===== src/rtl/lcd_hd44780_monitor.sv =====
// lcd_hd44780_monitor: receive-side HD44780 write-bus decoder with a shadow of the visible DDRAM,
// flag state, busy timing model and sticky protocol-violation flags.
module lcd_hd44780_monitor #(
  parameter int BUSY_CYC     = 2000,
  parameter int BUSY_CLR_CYC = 82000
) (
  input  logic         iCLK,
  input  logic         iRST_N,
  input  logic [7:0]   LCD_DATA,
  input  logic         LCD_RW,
  input  logic         LCD_EN,
  input  logic         LCD_RS,
  output logic [127:0] oLINE1,
  output logic [127:0] oLINE2,
  output logic [6:0]   oADDR,
  output logic [7:0]   oFLAGS,
  output logic         oBUSY,
  output logic         oCMD_VALID,
  output logic         oCHAR_VALID,
  output logic [7:0]   oCODE,
  output logic [2:0]   oERR
);
  localparam int MAXC = BUSY_CLR_CYC > BUSY_CYC ? BUSY_CLR_CYC : BUSY_CYC;
  localparam int CW = $clog2(MAXC + 1);
  typedef enum logic {IDLE, BUSY} state_t;
  state_t state;
  logic [CW-1:0] cnt;
  logic [10:0] s1, s2;
  logic en_q, strobe, wr, accept, rs, rw, long_cmd;
  logic [7:0] d;
  logic [6:0] ac_next;
  assign oBUSY = state == BUSY;
  always_comb begin
    rs       = s2[9];
    rw       = s2[8];
    d        = s2[7:0];
    strobe   = en_q & ~s2[10];
    wr       = strobe & ~rw;
    accept   = wr & (state == IDLE);
    long_cmd = ~rs & (d[7:2] == 6'd0) & (d[1:0] != 2'd0);
    ac_next  = oFLAGS[2] ? (oADDR == 7'h27 ? 7'h40 : oADDR == 7'h67 ? 7'h00 : oADDR + 7'd1)
                         : (oADDR == 7'h00 ? 7'h67 : oADDR == 7'h40 ? 7'h27 : oADDR - 7'd1);
  end
  always_ff @(posedge iCLK or negedge iRST_N) begin
    if (!iRST_N) begin
      s1          <= '0;
      s2          <= '0;
      en_q        <= 1'b0;
      state       <= IDLE;
      cnt         <= '0;
      oLINE1      <= {16{8'h20}};
      oLINE2      <= {16{8'h20}};
      oADDR       <= 7'h00;
      oFLAGS      <= 8'b1000_0100;
      oCMD_VALID  <= 1'b0;
      oCHAR_VALID <= 1'b0;
      oCODE       <= 8'h00;
      oERR        <= 3'b000;
    end else begin
      s1          <= {LCD_EN, LCD_RS, LCD_RW, LCD_DATA};
      s2          <= s1;
      en_q        <= s2[10];
      oCMD_VALID  <= 1'b0;
      oCHAR_VALID <= 1'b0;
      if (strobe && rw) oERR[2] <= 1'b1;
      if (wr && state == BUSY) oERR[0] <= 1'b1;
      if (state == BUSY) begin
        cnt <= cnt - CW'(1);
        if (cnt == CW'(1)) state <= IDLE;
      end
      if (accept) begin
        state <= BUSY;
        cnt   <= long_cmd ? CW'(BUSY_CLR_CYC) : CW'(BUSY_CYC);
        oCODE <= d;
        if (rs) begin
          oCHAR_VALID <= 1'b1;
          // CGRAM contents are not modelled, so a CGRAM-mode data byte is just dropped
          if (!oFLAGS[0]) begin
            if (oADDR[6:4] == 3'b000) oLINE1[{oADDR[3:0], 3'b000} +: 8] <= d;
            if (oADDR[6:4] == 3'b100) oLINE2[{oADDR[3:0], 3'b000} +: 8] <= d;
            oADDR <= ac_next;
          end
        end else begin
          oCMD_VALID <= 1'b1;
          if (d[7]) begin
            oADDR     <= d[6:0];
            oFLAGS[0] <= 1'b0;
            if (d[5:0] >= 6'h28) oERR[1] <= 1'b1;
          end else if (d[6]) begin
            oFLAGS[0] <= 1'b1;
          end else if (d[5]) begin
            oFLAGS[7:6] <= d[4:3];
          end else if (d[4]) begin
            oFLAGS <= oFLAGS;
          end else if (d[3]) begin
            oFLAGS[5:3] <= d[2:0];
          end else if (d[2]) begin
            oFLAGS[2:1] <= d[1:0];
          end else if (d[1]) begin
            oADDR     <= 7'h00;
            oFLAGS[0] <= 1'b0;
          end else if (d[0]) begin
            oLINE1    <= {16{8'h20}};
            oLINE2    <= {16{8'h20}};
            oADDR     <= 7'h00;
            oFLAGS[2] <= 1'b1;
            oFLAGS[0] <= 1'b0;
          end
        end
      end
    end
  end
endmodule

===== config.mk =====
export PLATFORM = sky130hd
export DESIGN_NAME = lcd_hd44780_monitor
export DESIGN_NICKNAME = d
export VERILOG_FILES = /design/src/rtl/lcd_hd44780_monitor.sv
export SDC_FILE = /design/constraint.sdc
export NUM_CORES = 1
export LEC_CHECK = 0
export BUFFER_PORTS_ARGS = -buffer_cell sky130_fd_sc_hd__buf_2
export CAP_MARGIN = 20
export CELL_PAD_IN_SITES_DETAIL_PLACEMENT = 2
export CELL_PAD_IN_SITES_GLOBAL_PLACEMENT = 2
export CORE_MARGIN = 5
export CORE_UTILIZATION = 38
export DETAILED_ROUTE_END_ITERATION = 6
export GPL_ROUTABILITY_DRIVEN = 0
export GPL_TIMING_DRIVEN = 0
export PLACE_DENSITY_LB_ADDON = 0.1
export SETUP_SLACK_MARGIN = 0.4
export SLEW_MARGIN = 20
export SYNTH_ARGS = -nofsm -noshare
export SYNTH_HDL_FRONTEND = slang
export SYNTH_SLANG_ARGS = --single-unit

===== constraint.sdc =====
create_clock -name iCLK -period 6 [get_ports iCLK]
set_input_delay 1.2 -clock iCLK [delete_from_list [all_inputs] [get_ports iCLK]]
set_output_delay 1.2 -clock iCLK [all_outputs]
set_load 0.01 [all_outputs]

==> impl_results.md <==
- Cells after Synth: 1053
- Fillcell total: 3466
- WP data required: 6.46 ns
- Hold Crit Depth: 0
- # diodes: 0
- Critical Path AT: 3.90 ns
- Wire per inst: 25.3 um
- Setup TNS Final: 0 ns
- CP max stage cell: nor2_1
- Worst-Margin Slew: 1.09 ns
- RSZ-0062 raised after global routing: false
- Overall power: 5.29 mW
- Final setup viols: 0
- Max FO, Critical Path: 10
- Vias per Instance: 5.55
- Die X: 196 um
- Cell breakdown of the critical path: buf_1 -> inv_1 -> ha_1 -> clkbuf_1 -> nor2_1 -> nand4_1 -> or3_1 -> nor2_4 -> a22o_1
- CP peak stage delay: 0.56 ns
- Fraction of power spent switching nets: 0.272
- HP Class: reg2reg
- Placed cells: 1808
- Fmax: 290 MHz
- EDFF count, synth: 0
- TritonCTS Buffers: 37
- Worst Reg-to-Reg Cells: 9
- Core Region: 34300 um^2
- Syn_area_per_cell: 12.4 um^2
- Cts hold-fix bufs: 0
- Most common flop cell mapped by yosys: dfrtp_1
- Pre-antenna DRT Iters: 4
- DR DRC count: 0
- Total die area: 38300 um^2
- Worst slew margin: 0.266
- Layout cells sized above 1: 0.305
- Final hold slack: 0.349 ns
- Post-CTS setup buffer count: 0
- Post-CTS Resized: 0
- Flop pwr share: 0.453
- Global-route total usage across every layer: 0.242
- DP Worst Slack: 2.59 ns
- Area fraction of the dominant cell type after synthesis: 0.556
- Hpwl dp: 32.9 mm
- Syn. warnings: 0
- Fin nets: 1411
- Post-Syn Nets: 1072
- I/O pin cnt: 298
- Sequential cell area fraction in the yosys report: 0.624
- Startpoint Class: flip-flop
- Post-Syn Area: 13100 um^2
- Final Skew: 0.0146 ns
- Gr ovfl total: 0
- Vias in the first global route: 11600
- Static Leak: 8.05 nW
- Design Area, Final: 16400 um^2
- Pint: 3.85 mW
- Clock latency at the later pin of the worst-skew pair: 0.52 ns
- Post-synth cell types: 67
- Reg clk slew, reported paths: 0.06 ns
- Largest area contributor in the netlist: dfrtp_1
- FFs w/ async S/R, synth: 1.00
- Placed inst area: 15200 um^2
- DRC marker count from the first detailed-route iteration: 461
- Routed via count: 10400
- Status: finished clean
- Power Density: 322 nW/um^2
- First-pass GRT wire length: 73.2 mm
- Area added between synthesis and finish: 25.5%
- Combinational power share: 0.125
- Layout Cells excl Fill: 1873
- Die height: 196 um
- Final Cycle Share: 0.574
- CTS Buffer Depth: 3
- Synthesis-stage register bit count: 325
- Hold Fails Final Rpt: 0
- Fin. max-slew vios: 0
- Endpoint class of the critical path: flip-flop
- Setup CP Type: reg2reg
- Post-Route WL: 47.4 mm
- Initial Util: 0.382
- CTS tree: yes
- Synth top area cells: dfrtp_1 (56%), o2bb2ai_1 (12%), dfstp_2 (6.8%)
- Final min period: 3.45 ns
- Max-cap viol count: 0
- Final worst slack: 2.55 ns
- Post-layout util: 0.479
- H-tree depth: 2
- Port bufs: 297
- Antenna violations before repair: 0
- Pin count of the biggest net entering global routing: 87
- Root Driver: clkbuf_16
- NetSw: 1.44 mW
- Clock sink count: 325
- Num rows: 68
- Clock power share: 0.422
- Maximum vdd drop: 225 uV
- DRT antenna net count: 0
path summary, 6_finish.rpt:
check | from | slack, ns | to
min in group asynchronous | iRST_N | 0.65 | oLINE1[74]
setup reg to reg | oADDR[1] | 2.55 | oLINE1[6]
hold reg to reg | s1[4] | 0.35 | s2[4]
hold / removal | s1[4] | 0.35 | s2[4]
setup / recovery | oADDR[1] | 2.55 | oLINE1[6]
max in group asynchronous | iRST_N | 4.04 | oLINE2[101]
routing by layer:
| metal | track usage | part of all wire | up-vias |
|---|---|---|---|
| li1 | - | - | 4592 |
| met1 | 0.318 | 0.43 | 5503 |
| met2 | 0.427 | 0.51 | 237 |
| met3 | 0.0438 | 0.047 | 65 |
| met4 | 0.0437 | 0.015 | 0 |
| met5 | 0 | 0 | - |
layout make-up:
type	count	area, um^2	area share
clock buffers	58	1090	0.0666
plain buffers	56	249	0.0151
clock inverters	7	92.6	0.00563
inverters	52	195	0.0119
multi-input cells	620	4480	0.273
repair buffers	300	1580	0.0961
well taps	455	569	0.0346
flip-flops and latches	325	8180	0.497
flip-flops by register name, indices dropped and copies added (netlist names):
name and count:
oCMD_VALID 1, oFLAGS 8, cnt 17, oCODE 8
en_q 1, oADDR 7, oLINE1 128, s1 11
oERR 3, s2 11, oCHAR_VALID 1, oLINE2 128
oBUSY 1
critical path: cells and delay by family, from the launching register on:
kind	cells	cell delay, ns
AOI/OAI and AO/OA	1	0.17
adders and majority gates	1	0.33
buffers and inverters	3	0.92
DFF	1	0.48
and+or+nand+nor	4	1.48
cell usage after synthesis (all sizes together) (15+ instances only):
cell type / count
dfrtp: 291
o2bb2ai: 183
nand2: 103
inv: 52
a22o: 43
clkbuf: 39
nor2: 39
dfstp: 34
a2bb2oi: 22
o21ai: 18
a21oi: 17
buf: 17
a21o: 16
nand3: 15
cells in the final DEF (no fill, tap or decap), types with 7 or more instances in the layout:
cell type	n
nand2_1	92
clkbuf_8	9
a21o_1	16
inv_1	52
o21ai_0	18
clkbuf_1	51
clkbuf_16	37
nor3_1	7
a2bb2oi_1	22
a31oi_1	8
nand2b_1	13
nand3_1	15
dfrtp_1	291
nor2_1	35
mux2_1	8
buf_2	303
nand2_2	11
a22o_1	43
dfstp_2	34
nor2b_1	8
o2bb2ai_1	183
a21oi_1	17
power groups by stage:
stage / Combinational, mW / Sequential, mW / Clock, mW
after floorplan: 0.373 / 2.43 / 0
after global placement: 0.632 / 2.43 / 0
after detailed placement: 0.662 / 2.43 / 0
after CTS: 0.670 / 2.40 / 2.29
after global routing: 0.736 / 2.41 / 2.37
final: 0.663 / 2.40 / 2.23
cells by family (layout without fill, tap and decap cells):
group / Yosys count / after routing / share of synthesized area
multiplexers: 20 / 20 / 0.0166
adder cells (fa/ha/maj): 6 / 6 / 0.00573
flip-flops: 325 / 325 / 0.624
AO/OA/AOI/OAI: 355 / 355 / 0.224
AND/OR/NAND/NOR: 231 / 231 / 0.0906
XOR/XNOR: 8 / 8 / 0.00535
buffers and inverters: 108 / 473 / 0.0339
No activity file was read; power rests on OpenSTA's default activity.
